$ cat config.mk
export PLATFORM = sky130hd
export DESIGN_NAME = uart_tx_buffer
export DESIGN_NICKNAME = d
export VERILOG_FILES = /design/src/rtl/uart_tx_buffer.sv
export SDC_FILE = /design/constraint.sdc
export NUM_CORES = 1
export LEC_CHECK = 0
export CORE_UTILIZATION = 39
export CTS_CLUSTER_SIZE = 40
export DETAILED_ROUTE_END_ITERATION = 10
export SYNTH_ARGS = -nofsm -noshare
export SYNTH_HDL_FRONTEND = slang
export SYNTH_SLANG_ARGS = --single-unit
$ cat constraint.sdc
create_clock -name clk -period 3.18 [get_ports clk]
set_input_delay 0.636 -clock clk [delete_from_list [all_inputs] [get_ports clk]]
set_output_delay 0.636 -clock clk [all_outputs]
set_load 0.01 [all_outputs]
$ cat src/rtl/uart_tx_buffer.sv
// uart_tx_buffer
// Byte FIFO plus launch sequencer between the CPU's UART write path and a
// UART transmitter. The CPU pushes bytes at bus speed; the sequencer pops
// them one at a time and hands each to the transmitter with a one-cycle
// data-valid pulse, then waits for the transmitter's active/done handshake.
//
// Ports:
//   clk        system clock
//   reset      asynchronous, active-high reset
//   wr_en      CPU write strobe (one byte per cycle)
//   wr_data    byte to queue
//   clr_ovf    clears the sticky overflow flag
//   full       count == DEPTH
//   empty      count == 0
//   count      bytes queued (the byte in flight is not counted)
//   overflow   sticky: a write was dropped because the FIFO was full
//   busy       sequencer not idle, or FIFO not empty
//   tx_byte    byte presented to the transmitter (held until next launch)
//   tx_dv      one-cycle data-valid pulse to the transmitter
//   tx_active  transmitter busy
//   tx_done    transmitter done (high for two cycles after the stop bit)
module uart_tx_buffer #(
  parameter int DEPTH  = 16,
  parameter int ADDR_W = 4
) (
  input  logic              clk,
  input  logic              reset,
  input  logic              wr_en,
  input  logic [7:0]        wr_data,
  input  logic              clr_ovf,
  output logic              full,
  output logic              empty,
  output logic [ADDR_W:0]   count,
  output logic              overflow,
  output logic              busy,
  output logic [7:0]        tx_byte,
  output logic              tx_dv,
  input  logic              tx_active,
  input  logic              tx_done
);

  typedef enum logic [1:0] {
    S_IDLE      = 2'd0,
    S_WAIT_ACT  = 2'd1,
    S_WAIT_DONE = 2'd2
  } state_t;

  localparam logic [ADDR_W:0] DEPTH_C = (ADDR_W+1)'(DEPTH);

  state_t            state;
  state_t            state_nx;
  logic [7:0]        mem [DEPTH];
  logic [ADDR_W-1:0] wr_ptr;
  logic [ADDR_W-1:0] rd_ptr;
  logic              push;
  logic              pop;
  logic              drop;

  // Status decodes come only from registered count/state.
  assign full  = (count == DEPTH_C);
  assign empty = (count == '0);
  assign busy  = (state != S_IDLE) || !empty;

  // Fullness is judged on the registered count, so a write arriving while
  // full is dropped even if a pop frees a slot in the same cycle.
  assign push = wr_en && !full;
  assign drop = wr_en && full;

  // Launch guard also requires tx_done low: this skips the transmitter's
  // second done cycle and keeps DV away from a transmitter that is still
  // finishing a byte after a reset of this block.
  always_comb begin
    state_nx = state;
    pop      = 1'b0;
    case (state)
      S_IDLE: begin
        if (!empty && !tx_active && !tx_done) begin
          pop      = 1'b1;
          state_nx = S_WAIT_ACT;
        end
      end
      S_WAIT_ACT: begin
        if (tx_active) state_nx = S_WAIT_DONE;
      end
      S_WAIT_DONE: begin
        if (tx_done) state_nx = S_IDLE;
      end
      default: state_nx = S_IDLE;
    endcase
  end

  always_ff @(posedge clk or posedge reset) begin
    if (reset) state <= S_IDLE;
    else       state <= state_nx;
  end

  always_ff @(posedge clk or posedge reset) begin
    if (reset) begin
      wr_ptr   <= '0;
      rd_ptr   <= '0;
      count    <= '0;
      overflow <= 1'b0;
      tx_dv    <= 1'b0;
      tx_byte  <= 8'h00;
    end else begin
      tx_dv <= pop;
      if (push) wr_ptr <= wr_ptr + ADDR_W'(1);
      if (pop) begin
        rd_ptr  <= rd_ptr + ADDR_W'(1);
        tx_byte <= mem[rd_ptr];
      end
      case ({push, pop})
        2'b10:   count <= count + (ADDR_W+1)'(1);
        2'b01:   count <= count - (ADDR_W+1)'(1);
        default: count <= count;
      endcase
      // A dropped write wins over a simultaneous clear.
      if (drop)         overflow <= 1'b1;
      else if (clr_ovf) overflow <= 1'b0;
    end
  end

  // Storage carries no reset; only written slots are ever read.
  always_ff @(posedge clk) begin
    if (push) mem[wr_ptr] <= wr_data;
  end

endmodule

==> results.json <==
{
  "min-delay-start": "state[1]",
  "final_cell_mix": "edfxtp_1 (128), clkdlybuf4s50_1 (31), mux4_2 (30)",
  "ff2ff_path_depth": 9,
  "fillCellCount": 1332,
  "drt_iter0_markers": 252,
  "die_h_um": 128,
  "hp-class": "flop to flop",
  "finalWirelength_um": 11900,
  "ys_seq_area_share_pct": 72.7,
  "clkLatencyLatePin_ns": 0.42,
  "min_period_ns": 2.85,
  "tns_ns": 0,
  "numCtsBuffers": 17,
  "path_clk_slew_ns": 0.06,
  "htreeDepth": 4,
  "p_leak_nw": 2.49,
  "gr-total-overflow": 0,
  "vias_per_cell": 5.09,
  "slew_viol_final": 0,
  "chipWidth_um": 128,
  "place_hpwl_um": 7950,
  "fin_skew_ns": 0.00920,
  "cts.sinks": 153,
  "yosysWarnings": 0,
  "worst-r2r-setup-slack_ns": 0.66,
  "post_cts_buffers": 0,
  "antenna_found_initial": 0,
  "postRouteAntennaNets": 0,
  "io_buffers": 31,
  "drc": 0,
  "synth_top_family_by_area": "multiplexers",
  "tightest_slew_ns": 1.02,
  "die-area_sq_um": 16300,
  "cap_violations": 0,
  "yosys-mux-area-fraction_pct": 13.7,
  "outcome": "completed",
  "worst_r2r_endpoint": "count[4]",
  "met3WireLength_um": 586,
  "grtUsageTotal_pct": 16.3,
  "top_layer": "met4",
  "synth_edf_count": 128,
  "drt_first_pass_iters": 4,
  "yosysUniqueCellTypes": 40,
  "min_period_over_period_pct": 89.8,
  "ir_drop_v": 0.000479,
  "synthAdderAreaFrac_pct": 1.63,
  "coreArea_sq_um": 15300,
  "min_to": "state[0]",
  "cts_resized": 0,
  "ios": 32,
  "syn2layout_area_growth_pct": 19.6,
  "rsz0062_at_grt": "false",
  "synth_nets": 346,
  "fmax_ghz": 0.350,
  "critical_path_arrival_ns": 2.22,
  "start_util_pct": 40.1,
  "nets": 401,
  "hold_viol_final": 0,
  "clk_path_buf_depth": 2,
  "final_area_sq_um": 7350,
  "critical_path.max_fanout": 7,
  "wl_per_cell_um": 19.7,
  "grt_first_pass_wirelength_um": 18500,
  "drt-met1-wl_um": 5350,
  "root_buffer": "clkbuf_16",
  "synthSimpleGateAreaFrac_pct": 3.89,
  "critPathLaunchType": "flop",
  "synth.avg_cell_area_sq_um": 19.0,
  "power.density_nw_per_um2": 873,
  "cts_tree": "built",
  "layout-drive-gt1-share_pct": 25.1,
  "ys_ff_latch": 153,
  "required_ns": 2.54,
  "synthesis.instances": 324,
  "syn-cell-area_sq_um": 6140,
  "vias": 3065,
  "place_area_sq_um": 6790,
  "reg2reg_from": "count[0]",
  "final_common_cell": "edfxtp_1",
  "ys.flop_type": "edfxtp_1",
  "first_global_vias": 3290,
  "synth_xor_area_share_pct": 1.71,
  "async_flop_share_pct": 16.3,
  "rows": 45,
  "crit_type": "flop to output pin",
  "setup_viol": 0,
  "holdBufCountCts": 0,
  "crit_path_end_kind": "output pin",
  "synth_compound_area_share_pct": 4.18,
  "holdPathStages": 1,
  "gp_routability_congestion": 0.817,
  "wl_met2_um": 5810,
  "n_antenna_cell": 0,
  "max_slew_margin_pct": 31.7,
  "grt_max_degree": 26
}
==> synthesized netlist by cell type, drive strengths merged (2+ instances only) <==
library cell	count	area, sq um
buf	13	95.1
o22ai	18	113
edfxtp	128	3840
o21ai	3	15.0
nor2b	2	12.5
xor2	6	52.6
dfrtp	25	626
inv	5	18.8
mux4	32	728
or2	2	12.5
nand2	9	33.8
a21oi	10	50.1
nand2b	4	25.0
nor2	15	56.3
ha	8	100
clkbuf	5	18.8
xnor2	6	52.6
nand4	2	18.8
nor3	5	25.0
mux2	10	113
nor4	2	12.5
==> sequential cells by signal, summed over array words and instances, names as in the netlist <==
name and cells:
state 2, mem 128, tx_dv 1, tx_byte 8
rd_ptr 4, count 5, wr_ptr 4, overflow 1
==> cell type report <==
class	count	area (sq um)	share of cell area (%)
sequential	153	4470	60.8
multi-input combinational	148	1540	21.0
timing repair buffer	54	495	6.74
clock buffer	17	425	5.79
tap	211	264	3.59
clock inverter	14	133	1.80
inverter	5	18.8	0.255
==> layer usage <==
metal,vias to the layer above,GRT usage [%]
met5,-,0
met4,0,5.67
met3,9,5.23
met2,73,25.7
met1,1574,21.2
li1,1409,-
==> critical path, stage by stage (launching register included) <==
cell and delay (ns):
dfrtp_1 0.46, or4_4 0.59, nor2_1 0.18, clkdlybuf4s50_1 0.56
==> metrics by stage <==
step	std cells	hold slack, ns	power, mW	setup slack [ns]	utilization (%)
floorplan	324	0.470	3.98	0.351	-
global placement	571	0.496	4.57	0.215	44.3
detailed placement	571	0.503	4.60	0.171	44.3
CTS	602	0.511	6.50	0.282	48.0
global route	602	0.552	6.74	0.198	48.0
finish	602	0.508	6.42	0.325	48.0
==> worst max-delay path by stage <==
| stage | from | slack [ns] | to | depth (start not counted) |
|---|---|---|---|---|
| floorplan | count[1] | 0.35 | count[4] | 12 |
| global placement | tx_active | 0.22 | count[4] | 10 |
| detailed placement | tx_active | 0.17 | count[4] | 10 |
| CTS | count[0] | 0.28 | empty | 3 |
| global route | count[1] | 0.20 | full | 3 |
| finish | count[0] | 0.33 | empty | 3 |
==> logic make-up after synthesis <==
family | Yosys count
adder cells (fa/ha/maj) | 8
XOR/XNOR | 12
multiplexers | 42
flip-flops | 153
AO/OA/AOI/OAI | 40
buffers and inverters | 23
AND/OR/NAND/NOR | 46
==> power by group <==
part / internal (mW) / switching [mW] / total (mW)
clock: 1.14 / 0.760 / 1.90
combinational: 0.937 / 0.804 / 1.74
sequential: 2.49 / 0.292 / 2.78
total: 4.56 / 1.86 / 6.42
Note: power is estimated with default switching activity, not from simulation.
